### src/rtl/store_queue_ctrl_if.sv
// ---------------------------------------------------------------------------
// store_queue_ctrl_if
//   Single-port data-memory bus shared by buffered stores and pipeline loads.
//   master : the requester (store_queue_ctrl) drives req/we/addr/wdata/be
//   slave  : the memory drives gnt
//   Signals:
//     req    request, held until gnt
//     we     1 = store, 0 = load
//     addr   word-aligned byte address
//     wdata  lane-aligned write data
//     be     byte enables (4'b0000 for loads)
//     gnt    memory accepts the request in this cycle
// ---------------------------------------------------------------------------
interface store_queue_ctrl_if;
    logic        req;
    logic        we;
    logic [31:0] addr;
    logic [31:0] wdata;
    logic [3:0]  be;
    logic        gnt;

    modport master (output req, output we, output addr, output wdata, output be, input gnt);
    modport slave  (input req, input we, input addr, input wdata, input be, output gnt);
endinterface

### src/rtl/store_queue_ctrl.sv
// ---------------------------------------------------------------------------
// store_queue_ctrl
//   MEM-stage store buffer for a 5-stage RV32 pipeline. Stores (sb/sh/sw) are
//   checked for legality, lane-aligned with byte enables and pushed into a
//   DEPTH-entry FIFO. The FIFO drains over the single memory port, which is
//   shared with pipeline loads; a load that hits a buffered store stalls until
//   the buffer has drained past it.
//   Ports:
//     clk, rst_n     clock, synchronous active-low reset
//     st_valid_i     store request            st_ready_o  queue not full
//     st_addr_i      store byte address       st_data_i   rs2 value
//     st_size_i      funct3[1:0]              st_err_o    illegal/misaligned pulse
//     ld_valid_i     load wants memory        ld_addr_i   load byte address
//     ld_stall_o     load still waiting       ld_done_o   load granted pulse
//     sq_empty_o     no buffered or in-flight store
//     mem            memory bus (master side)
// ---------------------------------------------------------------------------
module store_queue_ctrl #(
    parameter int DEPTH = 4
) (
    input  logic                       clk,
    input  logic                       rst_n,
    input  logic                       st_valid_i,
    output logic                       st_ready_o,
    input  logic [31:0]                st_addr_i,
    input  logic [31:0]                st_data_i,
    input  logic [1:0]                 st_size_i,
    output logic                       st_err_o,
    input  logic                       ld_valid_i,
    input  logic [31:0]                ld_addr_i,
    output logic                       ld_stall_o,
    output logic                       ld_done_o,
    output logic                       sq_empty_o,
    store_queue_ctrl_if.master         mem
);

    localparam int PW = $clog2(DEPTH);
    localparam int CW = PW + 1;
    localparam logic [CW-1:0] FULL = CW'(DEPTH);

    typedef enum logic [1:0] {
        IDLE    = 2'b00,
        ST_WAIT = 2'b01,
        LD_WAIT = 2'b10
    } state_t;

    state_t          state_q;
    logic [CW-1:0]   count_q, count_d;
    logic [PW-1:0]   rd_ptr_q, rd_ptr_d;
    logic [PW-1:0]   wr_ptr_q, wr_ptr_d;
    logic [29:0]     q_addr_q  [DEPTH];
    logic [31:0]     q_wdata_q [DEPTH];
    logic [3:0]      q_be_q    [DEPTH];

    logic            st_err_q;
    logic            ld_done_q;
    logic            mem_req_q;
    logic            mem_we_q;
    logic [31:0]     mem_addr_q;
    logic [31:0]     mem_wdata_q;
    logic [3:0]      mem_be_q;

    logic            legal_s;
    logic            push_s;
    logic            pop_s;
    logic            hit_s;
    logic            load_ok_s;
    logic            issue_st_s;
    logic [PW-1:0]   rel_s;
    logic [3:0]      enq_be_s;
    logic [31:0]     enq_wdata_s;
    logic            unused_ld_lsb_s;

    // Only the word address of a load matters for hazard detection.
    assign unused_ld_lsb_s = ^ld_addr_i[1:0];

    // No push-on-pop: readiness looks only at the registered occupancy.
    assign st_ready_o = (count_q != FULL);
    assign push_s     = st_valid_i & st_ready_o & legal_s;
    assign pop_s      = (state_q == ST_WAIT) & mem.gnt;
    assign count_d    = count_q + CW'(push_s) - CW'(pop_s);
    assign rd_ptr_d   = pop_s  ? (rd_ptr_q + PW'(1)) : rd_ptr_q;
    assign wr_ptr_d   = push_s ? (wr_ptr_q + PW'(1)) : wr_ptr_q;

    assign st_err_o   = st_err_q;
    assign ld_done_o  = ld_done_q;
    assign ld_stall_o = ld_valid_i & ~ld_done_q;
    assign sq_empty_o = (count_q == {CW{1'b0}}) & (state_q != ST_WAIT);

    assign mem.req    = mem_req_q;
    assign mem.we     = mem_we_q;
    assign mem.addr   = mem_addr_q;
    assign mem.wdata  = mem_wdata_q;
    assign mem.be     = mem_be_q;

    // Store legality and lane alignment of the incoming store.
    always_comb begin
        legal_s     = 1'b0;
        enq_be_s    = 4'b0000;
        enq_wdata_s = 32'h0000_0000;
        case (st_size_i)
            2'b00: begin
                legal_s     = 1'b1;
                enq_be_s    = 4'b0001 << st_addr_i[1:0];
                enq_wdata_s = {4{st_data_i[7:0]}};
            end
            2'b01: begin
                legal_s     = ~st_addr_i[0];
                enq_be_s    = 4'b0011 << st_addr_i[1:0];
                enq_wdata_s = {2{st_data_i[15:0]}};
            end
            2'b10: begin
                legal_s     = (st_addr_i[1:0] == 2'b00);
                enq_be_s    = 4'b1111;
                enq_wdata_s = st_data_i;
            end
            default: begin
                legal_s     = 1'b0;
                enq_be_s    = 4'b0000;
                enq_wdata_s = 32'h0000_0000;
            end
        endcase
    end

    // Load hazard: word-address match against every occupied entry. The store
    // being issued stays at the head until granted, so it is covered as well.
    always_comb begin
        hit_s = 1'b0;
        rel_s = {PW{1'b0}};
        for (int i = 0; i < DEPTH; i++) begin
            rel_s = PW'(i) - rd_ptr_q;
            hit_s = hit_s | (({1'b0, rel_s} < count_q) && (q_addr_q[i] == ld_addr_i[31:2]));
        end
        hit_s = hit_s & ld_valid_i;
    end

    // IDLE arbitration: a full queue drains first, then a non-hitting load,
    // then any buffered store (a hitting load forces the drain).
    assign load_ok_s  = ld_valid_i & ~hit_s;
    assign issue_st_s = (count_q == FULL) | (~load_ok_s & (count_q != {CW{1'b0}}));

    // Queue storage; unoccupied entries are never read, so no reset needed.
    always_ff @(posedge clk) begin
        if (push_s) begin
            q_addr_q[wr_ptr_q]  <= st_addr_i[31:2];
            q_wdata_q[wr_ptr_q] <= enq_wdata_s;
            q_be_q[wr_ptr_q]    <= enq_be_s;
        end
    end

    // Queue occupancy, pointers and the illegal-store pulse.
    always_ff @(posedge clk) begin
        if (!rst_n) begin
            count_q  <= {CW{1'b0}};
            rd_ptr_q <= {PW{1'b0}};
            wr_ptr_q <= {PW{1'b0}};
            st_err_q <= 1'b0;
        end else begin
            count_q  <= count_d;
            rd_ptr_q <= rd_ptr_d;
            wr_ptr_q <= wr_ptr_d;
            st_err_q <= st_valid_i & st_ready_o & ~legal_s;
        end
    end

    // Memory-port FSM with registered bus outputs; every grant returns to
    // IDLE, giving one idle cycle between transactions.
    always_ff @(posedge clk) begin
        if (!rst_n) begin
            state_q     <= IDLE;
            mem_req_q   <= 1'b0;
            mem_we_q    <= 1'b0;
            mem_addr_q  <= 32'h0000_0000;
            mem_wdata_q <= 32'h0000_0000;
            mem_be_q    <= 4'b0000;
            ld_done_q   <= 1'b0;
        end else begin
            ld_done_q <= 1'b0;
            case (state_q)
                IDLE: begin
                    if (issue_st_s) begin
                        mem_req_q   <= 1'b1;
                        mem_we_q    <= 1'b1;
                        mem_addr_q  <= {q_addr_q[rd_ptr_q], 2'b00};
                        mem_wdata_q <= q_wdata_q[rd_ptr_q];
                        mem_be_q    <= q_be_q[rd_ptr_q];
                        state_q     <= ST_WAIT;
                    end else if (load_ok_s) begin
                        mem_req_q   <= 1'b1;
                        mem_we_q    <= 1'b0;
                        mem_addr_q  <= {ld_addr_i[31:2], 2'b00};
                        mem_wdata_q <= 32'h0000_0000;
                        mem_be_q    <= 4'b0000;
                        state_q     <= LD_WAIT;
                    end else begin
                        mem_req_q   <= 1'b0;
                        state_q     <= IDLE;
                    end
                end
                ST_WAIT: begin
                    if (mem.gnt) begin
                        mem_req_q <= 1'b0;
                        state_q   <= IDLE;
                    end
                end
                LD_WAIT: begin
                    if (mem.gnt) begin
                        mem_req_q <= 1'b0;
                        ld_done_q <= 1'b1;
                        state_q   <= IDLE;
                    end
                end
                default: begin
                    mem_req_q <= 1'b0;
                    state_q   <= IDLE;
                end
            endcase
        end
    end

endmodule

### src/flat_wrapper.sv
// flat-port wrapper written by rule: the top's interface ports become plain ports
module store_queue_ctrl_flat 
#(
    parameter int DEPTH = 4
)
  (clk, rst_n, st_valid_i, st_ready_o, st_addr_i, st_data_i, st_size_i, st_err_o, ld_valid_i, ld_addr_i, ld_stall_o, ld_done_o, sq_empty_o, mem_req, mem_we, mem_addr, mem_wdata, mem_be, mem_gnt);
  store_queue_ctrl_if mem_i ();
  input  logic clk;
  input  logic rst_n;
  input  logic st_valid_i;
  output logic st_ready_o;
  input  logic [31:0] st_addr_i;
  input  logic [31:0] st_data_i;
  input  logic [1:0] st_size_i;
  output logic st_err_o;
  input  logic ld_valid_i;
  input  logic [31:0] ld_addr_i;
  output logic ld_stall_o;
  output logic ld_done_o;
  output logic sq_empty_o;
  output wire logic [$bits(mem_i.req)-1:0] mem_req;
  output wire logic [$bits(mem_i.we)-1:0] mem_we;
  output wire logic [$bits(mem_i.addr)-1:0] mem_addr;
  output wire logic [$bits(mem_i.wdata)-1:0] mem_wdata;
  output wire logic [$bits(mem_i.be)-1:0] mem_be;
  input wire logic [$bits(mem_i.gnt)-1:0] mem_gnt;
  assign mem_req = mem_i.req;
  assign mem_we = mem_i.we;
  assign mem_addr = mem_i.addr;
  assign mem_wdata = mem_i.wdata;
  assign mem_be = mem_i.be;
  assign mem_i.gnt = mem_gnt;
  store_queue_ctrl #(.DEPTH(DEPTH)) u_core (.clk(clk), .rst_n(rst_n), .st_valid_i(st_valid_i), .st_ready_o(st_ready_o), .st_addr_i(st_addr_i), .st_data_i(st_data_i), .st_size_i(st_size_i), .st_err_o(st_err_o), .ld_valid_i(ld_valid_i), .ld_addr_i(ld_addr_i), .ld_stall_o(ld_stall_o), .ld_done_o(ld_done_o), .sq_empty_o(sq_empty_o), .mem(mem_i));
endmodule
### config.mk
export PLATFORM = sky130hd
export DESIGN_NAME = store_queue_ctrl_flat
export DESIGN_NICKNAME = d
export VERILOG_FILES = /design/src/rtl/store_queue_ctrl_if.sv /design/src/rtl/store_queue_ctrl.sv /design/src/flat_wrapper.sv
export SDC_FILE = /design/constraint.sdc
export NUM_CORES = 1
export LEC_CHECK = 0
export CAP_MARGIN = 25
export CORE_MARGIN = 5
export CORE_UTILIZATION = 25
export DETAILED_ROUTE_END_ITERATION = 12
export PLACE_DENSITY = 0.43
export SYNTH_ARGS = -nofsm -noshare
export SYNTH_HDL_FRONTEND = slang
export SYNTH_SLANG_ARGS = --single-unit
### constraint.sdc
create_clock -name clk -period 9.1 [get_ports clk]
set_input_delay 1.82 -clock clk [delete_from_list [all_inputs] [get_ports clk]]
set_output_delay 1.82 -clock clk [all_outputs]
set_load 0.02 [all_outputs]
==> Yosys cells after proc, flatten, opt, wreduce, memory -nomap -nowiden <==
Memory sizes are Yosys's and may differ from the RTL's. A register that Yosys moved wholly into a read port is not among the register bits.
Cells that the tools add are included.
{ "totals": {"register_bits": 81, "latchBits": 0, "mem_bits_rw": 264, "romBits": 0, "in_bits": 103, "output_inout_bits": 75, "wordCells": 99, "memories": 3} }
{ "memory_table": {"columns": ["memory", "words", "word_bits", "read_ports", "rd_clocked_by_memory_dff", "write_ports", "line", "text"], "rows": [
  ["u_core.q_wdata_q", 4, 32, 1, 1, 1, "store_queue_ctrl.sv:52", "logic [31:0] q_wdata_q [DEPTH];"],
  ["u_core.q_addr_q", 4, 30, 5, 1, 1, "store_queue_ctrl.sv:51", "logic [29:0] q_addr_q [DEPTH];"],
  ["u_core.q_be_q", 4, 4, 1, 1, 1, "store_queue_ctrl.sv:53", "logic [3:0] q_be_q [DEPTH];"]
]} }
{ "op_classes": {"n_addsub": 8, "multipliers": 0, "div": 0, "order_cmp": 4, "eq_ne": 12, "shifts": 2, "muxes": 28, "bitwise_logic": 18, "n_reduce_logical": 13} }
{ "op_table": {"columns": ["op", "n"], "rows": [
  ["32-bit two-way mux", 4],
  ["30-bit equality test", 4],
  ["32-bit case mux with 3 select lines", 1],
  ["2-bit two-way mux", 9],
  ["2-bit by 3-bit < comparator with 1-bit output", 4],
  ["4-bit case mux with 3 select lines", 1],
  ["1-bit bitwise AND", 9],
  ["1-bit two-way mux", 8],
  ["4-bit two-way mux", 2],
  ["2-bit logical NOT", 3],
  ["1-bit NOT", 5],
  ["2-bit by 1-bit adder with 2-bit output (second input constant)", 2],
  ["2-bit by 1-bit equality test with 1-bit output (second input constant)", 2],
  ["2-bit equality test (second input constant)", 2],
  ["1-bit logical AND", 4],
  ["2-bit by 1-bit != test with 1-bit output (second input constant)", 2],
  ["1-bit bitwise OR", 4],
  ["2-bit case mux with 2 select lines", 1],
  ["2-bit AND reduction", 2],
  ["1-bit by 2-bit << shifter with 4-bit output (first input constant)", 1],
  ["2-bit by 2-bit << shifter with 4-bit output (first input constant)", 1],
  ["1-bit by 2-bit subtractor with 2-bit output (first input constant)", 2],
  ["2-bit subtractor (first input constant)", 2],
  ["3-bit by 1-bit adder with 3-bit output", 1],
  ["other kinds (9)", 9]
]} }

==> Longest topological paths before layout <==
Gate-level depths: netlist of run 1.
{ "depth": {"ltp_word": 14, "ltp_mapped": 12, "mapped_depth_nobuf": 11} }

==> Least setup slack after synthesis of run 1 <==
OpenSTA, ideal clock, no wires.
{ "synth_timing": {"path_kind": "in2reg", "startpoint": "input port st_size_i[0]", "endpoint": "memory u_core.q_addr_q[0][0] (enable)", "setup_time_ps": 431, "arrival_ps": 4139, "required_time_ps": 8669, "path_slack_ps": 4530, "cell_stages": 5, "n_path_buf": 1, "path_cell_list": "clkbuf_1 > nor3_1 > nor2_1 > nor2_1 > and2_1"} }
{ "synth_between": {"elab_chain_cells": 5, "word_cells_on_any_way": 7, "cone_classes": "2 x eq/ne; 3 x mux; 1 x bitwise; 1 x reduce/logical"} }
{ "synth_rtl": {"columns": ["item", "line", "text"], "rows": [
  ["from (decl)", "flat_wrapper.sv:14", "input logic [1:0] st_size_i;"],
  ["2-bit equality test, or another cell as far along", "store_queue_ctrl.sv:101", "case (st_size_i)"],
  ["1-bit case mux with 3 select lines (*)", "store_queue_ctrl.sv:101", null],
  ["1-bit bitwise AND (*)", "store_queue_ctrl.sv:79", "assign push_s = st_valid_i & st_ready_o & legal_s;"],
  ["net u_core.push_s", "store_queue_ctrl.sv:64", "logic push_s;"],
  ["1-bit two-way mux (*)", "store_queue_ctrl.sv:144", "if (push_s) begin"],
  ["1-bit two-way mux (not written as such) (*)", "store_queue_ctrl.sv:145", "q_addr_q[wr_ptr_q] <= st_addr_i[31:2];"],
  ["to (decl)", "store_queue_ctrl.sv:51", null]
]} }
The timed path passes the listed nets; every way through them passes the cells marked *.

==> Worst setup path in the final report of run 1 <==
{ "layout_timing": {"startpoint": "input port ld_valid_i", "endpoint": "output port ld_stall_o"} }
{ "layout_between": {"elab_chain_cells": 1} }
{ "layout_rtl": {"columns": ["item", "line", "text"], "rows": [
  ["from (decl)", "flat_wrapper.sv:16", "input logic ld_valid_i;"],
  ["1-bit bitwise AND", "store_queue_ctrl.sv:87", "assign ld_stall_o = ld_valid_i & ~ld_done_q;"],
  ["to (decl)", "flat_wrapper.sv:18", "output logic ld_stall_o;"]
]} }
No other way between the ends.

==> summary.json, run 1 <==
{
  "power_and_ir_drop": {
    "power.clock.fraction": 0.326,
    "power-per-cell-area_nw_per_um2": 271,
    "leakagePower_nw": 6.33,
    "power.share.sequential": 0.388,
    "combinationalPowerShare": 0.286,
    "vdd.ir_drop.worst_v": 0.000267,
    "p_int_mw": 3.53,
    "p_sw_mw": 1.65,
    "netSwitchingFraction": 0.318
  },
  "sta": {
    "setup_violations": 0,
    "timing.final.hold_violations": 0,
    "final.setup.tns_ns": 0,
    "tightestPinTransition_ns": 0.931,
    "max_clock_freq_mhz": 201,
    "timing.max_slew.rel_slack": 0.379,
    "grt_setup_unrepaired": "false",
    "final_min_period_over_clock_period": 0.546,
    "min_period_ns": 4.97,
    "drv_slew": 0,
    "skew_ns": 0.0166
  },
  "setup_path": {
    "path_max_fanout": 2,
    "path_class": "in2out",
    "critical_path.endpoint_type": "primary output",
    "worst-r2r-cell-count": 12,
    "r2r-start": "u_core.rd_ptr_q[0]",
    "start_kind": "input pin",
    "critPathArrivalTime_ns": 3.15,
    "setup.worst_path.end": "ld_stall_o",
    "cp.required_ns": 7.28,
    "path_common_cell": "sky130_fd_sc_hd__clkdlybuf4s50_1",
    "kind_of_cell_with_the_highest_combined_delay_on_the_critical_path": "buffers and inverters",
    "timing.critical_path.slowest_cell_delay_ns": 0.61,
    "worst-path-stages": 3,
    "reg2reg_setup_slack_ns": 5.66,
    "critical_path.n_buffers_inverters": 2,
    "critical_path.startpoint": "ld_valid_i",
    "critical-path-slowest-cell": "sky130_fd_sc_hd__clkdlybuf4s50_1",
    "r2r-end": "u_core.mem.addr[31]",
    "crit_chain": "clkdlybuf4s50_1 -> nor2b_1 -> clkdlybuf4s50_1"
  },
  "yosys": {
    "synthesis.area_um2": 15200,
    "synth_enable_flop_cells": 264,
    "yosys.cell_count.top_type": "sky130_fd_sc_hd__edfxtp_1",
    "gate_count_post_synth": 1018,
    "synth.ff_latch_count": 345,
    "synth_flop_cell": "sky130_fd_sc_hd__edfxtp_1",
    "synthDominantCellAreaShare": 0.521,
    "post_synth_fa_ha_maj_area_fraction": 0.0120,
    "yosys-top-cells-area": "sky130_fd_sc_hd__edfxtp_1 (52%), sky130_fd_sc_hd__dfxtp_1 (11%), sky130_fd_sc_hd__mux4_2 (9.8%)",
    "synthSimpleGateAreaFrac": 0.0691,
    "synth_top_cell_by_area": "sky130_fd_sc_hd__edfxtp_1",
    "synth_xor_area_frac": 0.0725,
    "yosys-mux-area-fraction": 0.125,
    "synth_compound_gate_area_share": 0.0602,
    "asyncSetResetFlopFracSynth": 0,
    "ys_seq_area_frac": 0.628,
    "synth_warnings": 0,
    "combinational_family_with_the_most_area_after_synthesis": "multiplexers",
    "netlist_top_cells_count": "sky130_fd_sc_hd__edfxtp_1 (264), sky130_fd_sc_hd__dfxtp_1 (81), sky130_fd_sc_hd__xnor2_1 (74)",
    "syn_avg_cell_area_um2": 14.9,
    "synth_cell_type_count": 48
  },
  "placed_design": {
    "place_congestion": 0.744,
    "io_buffers": 173,
    "post-dp-hpwl_um": 29000
  },
  "floorplan": {
    "io_pins": 178,
    "floorplan.initialDensity": 0.252,
    "dieArea_um2": 65900,
    "dieHeight_um": 257,
    "rows": 90,
    "dieWidth_um": 257,
    "core_area_um2": 60400
  },
  "clock_tree": {
    "clock_latency_ns": 0.56,
    "htree_num_levels": 2,
    "cts_hold_repair.buffers": 0,
    "clock_sink_count": 345,
    "clock_root_buffer_master": "sky130_fd_sc_hd__clkbuf_16",
    "max-clock-path-buffers": 3,
    "numCtsBuffers": 43,
    "post-cts-setup-buffer-count": 0,
    "clock_tree_from_tritoncts": "yes",
    "post_cts_resized": 0,
    "clkTransAtPathRegs_ns": 0.06
  },
  "worst_hold_path": {
    "hp-class": "reg2reg"
  },
  "detailed_routing": {
    "route.detailed.wl_per_inst_um": 22.5,
    "first_pass_iters": 4,
    "antenna_left": 0,
    "detailedRoute.firstIterationViolations": 516,
    "detail_route.vias_per_cell": 4.50,
    "routed_wl_um": 44600,
    "route.vias.total": 8944,
    "drc_errors": 0
  },
  "finish": {
    "final_layout_size_suffix_gt1_frac": 0.132,
    "area_growth_syn_to_layout_pct": 25.4,
    "layout.nets": 1286,
    "finalCoreUtilization": 0.316
  },
  "global_routing": {
    "number_of_global_route_vias_before_repair": 9727,
    "grt_max_degree": 81,
    "grt_remaining_overflow": 0,
    "wire_length_of_the_first_global_routing_pass_um": 65700,
    "number_of_antenna_violations_at_the_first_check_in_global_routing": 2,
    "groute.usage.overall": 0.132
  },
  "flow_run": {
    "max_cap_viol_count": 0
  },
  "outcome": {
    "status": "finished clean"
  }
}
logic make-up after synthesis:
| family | after synthesis |
|---|---|
| and+or+nand+nor | 174 |
| buffers and inverters | 103 |
| muxes | 108 |
| adders and majority gates | 14 |
| DFF | 345 |
| xor gates and xnor gates | 126 |
| other | 1 |
| AOI/OAI and AO/OA | 147 |
metal layers:
metal / GRT usage / routed length, µm / part of all wire / up-vias
met5: 0 / 12 / 0.00027 / -
met4: 0.0271 / 684 / 0.015 / 2
met3: 0.0269 / 1930 / 0.043 / 49
met2: 0.217 / 21200 / 0.48 / 179
met1: 0.181 / 20800 / 0.47 / 4609
li1: - / - / - / 4105
power groups by stage:
| stage | sequential (mW) | combinational (mW) | clock [mW] |
|---|---|---|---|
| 2_1_floorplan | 2.14 | 0.832 | 0 |
| 3_3_place_gp | 2.04 | 1.51 | 0 |
| 3_5_place_dp | 2.04 | 1.51 | 0 |
| 4_1_cts | 2.01 | 1.52 | 1.74 |
| 5_1_grt | 2.03 | 1.61 | 1.80 |
| 6_report | 2.01 | 1.48 | 1.69 |
how the worst min path moves through the flow:
stage,start,endpoint,cells past startpoint
after floorplan,u_core.state_q[1],u_core.state_q[1],2
after global placement,u_core.mem.we,u_core.mem.we,2
after detailed placement,u_core.mem.we,u_core.mem.we,2
after CTS,u_core.mem.we,u_core.mem.we,2
after global routing,u_core.mem.we,u_core.mem.we,2
final,u_core.mem.we,u_core.mem.we,2
cells in the final DEF, fill, tap and decap left out, drive strengths merged, types with 13 or more instances in the layout:
cell,instances
nand2,17
inv,23
edfxtp,264
nand3b,35
xor2,52
nand4,19
mux4,66
xnor2,74
a21oi,43
o21ai,42
ha,13
nor2,16
buf,17
a21boi,36
clkdlybuf4s50,172
nand2b,39
a21o,17
dfxtp,81
clkbuf,58
mux2i,41
stage by stage:
step	total power [mW]	setup WS [ns]	hold slack [ns]	instance area (µm²)	instances
after floorplan	2.97	4.53	0.528	15200	1019
after global placement	3.55	3.74	0.473	17600	1904
after detailed placement	3.55	3.72	0.476	17700	1905
after CTS	5.27	4.08	0.486	19000	1984
after global routing	5.44	4.08	0.504	19100	1985
final	5.17	4.13	0.480	19100	1986
flip-flops by register name, indices dropped and copies added, names as in the netlist, 2 cells and up, named ones only:
name and cells:
u_core.q_addr_q 120, u_core.q_be_q 16, u_core.mem.be 4, u_core.rd_ptr_q 2, u_core.wr_ptr_q 2, u_core.count_q 3, u_core.state_q 2, u_core.mem.addr 30
u_core.mem.wdata 32, u_core.q_wdata_q 128
area by class of cell:
| class | count | area, µm² |
|---|---|---|
| fillers | 6058 | 41300 |
| well taps | 782 | 978 |
| inverters | 19 | 71.3 |
| flip-flops and latches | 345 | 9560 |
| multi-input cells | 571 | 5190 |
| diodes | 1 | 2.50 |
| clock inverters | 21 | 219 |
| repair buffers | 189 | 1890 |
| clock buffers | 58 | 1160 |
worst min-delay path: stages, from the launching register on:
cell and delay [ns]:
sky130_fd_sc_hd__dfxtp_1 0.31, sky130_fd_sc_hd__nand2b_1 0.06, sky130_fd_sc_hd__a21boi_0 0.07
(Power assumes the default switching activity.)
==> run 2, diff against run 1 <==
==> constraint.sdc (replaced) <==
create_clock -name clk -period 5.15 [get_ports clk]
set_input_delay 1.03 -clock clk [delete_from_list [all_inputs] [get_ports clk]]
set_output_delay 1.03 -clock clk [all_outputs]
set_load 0.02 [all_outputs]
==> run 2 against run 1 <==
  * Register-to-register slack got worse by 3.8 ns
  * Count of clock-buffer cells in the layout up 5
  * Sequential cell count unchanged
  * Via count decreased by 1.2%
  * Critical path type is now in2reg
  * Sequential power increased by 77%
  * Largest cell class unchanged
  * Total power up 73%
  * Combinational power rose by 78%
  * Non-clock buffer count did not move
  * First-iteration DRC count fell by 6.4%
  * Sequential share of layout area rose by 0.23 points
==> summary.json, run 2 (synthesis gave the netlist of run 1 again) <==
{
  "global_routing": {
    "groute.usage.overall": 0.130,
    "wire_length_of_the_first_global_routing_pass_um": 64100,
    "number_of_global_route_vias_before_repair": 9233,
    "number_of_antenna_violations_at_the_first_check_in_global_routing": 2,
    "grt_max_degree": 66,
    "grt_remaining_overflow": 0
  },
  "finish": {
    "area_growth_syn_to_layout_pct": 24.8,
    "top_register": "u_core.q_wdata_q",
    "layout_commonest_cell": "sky130_fd_sc_hd__edfxtp_1",
    "final_layout_size_suffix_gt1_frac": 0.128,
    "mostFrequentLayoutCells": "sky130_fd_sc_hd__edfxtp_1 (264), sky130_fd_sc_hd__clkdlybuf4s50_1 (172), sky130_fd_sc_hd__dfxtp_1 (79)",
    "largest_register_ff_count": 128,
    "final_layout_fill_cell_count": 6038,
    "layout.nets": 1284,
    "instances_no_fill": 1982
  },
  "detailed_routing": {
    "route.detailed.wl_per_inst_um": 22.2,
    "antenna_left": 0,
    "detail_route.vias_per_cell": 4.46,
    "first_pass_iters": 4,
    "route.vias.total": 8837,
    "detailedRoute.firstIterationViolations": 483,
    "drc_errors": 0,
    "routed_wl_um": 44100
  },
  "outcome": {
    "status": "finished clean"
  },
  "setup_path": {
    "path_class": "in2reg",
    "critical_path.endpoint_type": "register",
    "reg2reg_setup_slack_ns": 1.86,
    "start_kind": "input pin",
    "cp.required_ns": 5.59,
    "path_max_fanout": 17,
    "critical_path.startpoint": "ld_addr_i[30]",
    "critPathArrivalTime_ns": 4.19,
    "setup.worst_path.end": "u_core.mem.addr[23]",
    "r2r-end": "u_core.mem.addr[23]",
    "worst-r2r-cell-count": 12,
    "r2r-start": "u_core.rd_ptr_q[0]"
  },
  "clock_tree": {
    "post-cts-setup-buffer-count": 0,
    "numCtsBuffers": 41,
    "post_cts_resized": 0,
    "clkTransAtPathRegs_ns": 0.06,
    "htree_num_levels": 2,
    "max-clock-path-buffers": 3,
    "clock_tree_from_tritoncts": "yes",
    "clock_root_buffer_master": "sky130_fd_sc_hd__clkbuf_16",
    "clock_latency_ns": 0.56,
    "clock_sink_count": 345,
    "cts_hold_repair.buffers": 0
  },
  "floorplan": {
    "dieHeight_um": 257,
    "dieArea_um2": 65900,
    "dieWidth_um": 257,
    "rows": 90,
    "io_pins": 178,
    "floorplan.initialDensity": 0.252,
    "core_area_um2": 60400
  },
  "placed_design": {
    "place_congestion": 0.751,
    "io_buffers": 173,
    "place_inst": 1906,
    "post-dp-hpwl_um": 29700
  },
  "power_and_ir_drop": {
    "power-per-cell-area_nw_per_um2": 471,
    "vdd.ir_drop.worst_v": 0.000251,
    "leakagePower_nw": 6.28
  },
  "worst_hold_path": {
    "hp-class": "reg2reg"
  },
  "sta": {
    "timing.max_slew.rel_slack": 0.366,
    "final.setup.tns_ns": 0,
    "tightestPinTransition_ns": 0.947,
    "timing.final.hold_violations": 0,
    "skew_ns": 0.0354,
    "setup_violations": 0,
    "grt_setup_unrepaired": "false",
    "final_min_period_over_clock_period": 0.729,
    "min_period_ns": 3.75,
    "max_clock_freq_mhz": 267,
    "drv_slew": 0
  },
  "flow_run": {
    "max_cap_viol_count": 0
  }
}
==> run 2: critical path, stage by stage <==
cell and delay (ns):
sky130_fd_sc_hd__clkdlybuf4s50_1 0.62, sky130_fd_sc_hd__xor2_1 0.27, sky130_fd_sc_hd__nor4_1 0.61, sky130_fd_sc_hd__nand4_1 0.20
sky130_fd_sc_hd__o31a_1 0.35, sky130_fd_sc_hd__nand4_2 0.16, sky130_fd_sc_hd__o21ai_4 0.23, sky130_fd_sc_hd__buf_4 0.35
sky130_fd_sc_hd__mux2i_1 0.25, sky130_fd_sc_hd__a21oi_1 0.09
==> run 2: where the power goes <==
part / total (mW) / internal (mW) / switching [mW] / leakage (nW)
Clock: 2.75 / 1.60 / 1.15 / 0.606
Sequential: 3.56 / 3.34 / 0.221 / 3.07
Combinational: 2.63 / 1.18 / 1.46 / 2.60
==> run 2: per-layer routing <==
layer / global-route usage / vias up / wire (µm)
met4: 0.0289 / 2 / 787
met1: 0.182 / 4478 / 20600
li1: - / 4105 / -
met3: 0.0274 / 54 / 2030
met5: 0 / - / 7
met2: 0.210 / 198 / 20700
==> run 2: final cells by class <==
class | instances | area, µm² | area share
multi-input combinational | 571 | 5190 | 0.274
tap | 782 | 978 | 0.0515
clock inverter | 12 | 103 | 0.00540
clock buffer | 63 | 1160 | 0.0610
inverter | 19 | 71.3 | 0.00376
antenna | 1 | 2.50 | 0.000132
timing repair buffer | 189 | 1920 | 0.101
sequential | 345 | 9560 | 0.503
==> run 2: per-stage QoR <==
| stage | area (µm²) | hold slack (ns) | power [mW] | utilization | setup WS (ns) |
|---|---|---|---|---|---|
| 6_report | 19000 | 0.483 | 8.94 | 0.315 | 1.40 |
| 5_1_grt | 19000 | 0.504 | 9.39 | 0.315 | 1.24 |
| 4_1_cts | 19000 | 0.485 | 9.10 | 0.315 | 1.34 |
| 3_5_place_dp | 17700 | 0.475 | 6.31 | 0.294 | 0.772 |
| 3_3_place_gp | 17700 | 0.469 | 6.29 | 0.294 | 0.779 |
| 2_1_floorplan | 15200 | 0.528 | 5.26 | - | 1.37 |
==> run 2: how the worst min path moves through the flow <==
stage / start / end / slack (ns) / cells after the start
finish: u_core.mem.we / u_core.mem.we / 0.48 / 2
global placement: u_core.mem.we / u_core.mem.we / 0.47 / 2
CTS: u_core.mem.we / u_core.mem.we / 0.48 / 2
global route: u_core.mem.wdata[9] / u_core.mem.wdata[9] / 0.50 / 2
detailed placement: u_core.mem.we / u_core.mem.we / 0.47 / 2
floorplan: u_core.state_q[1] / u_core.state_q[1] / 0.53 / 2
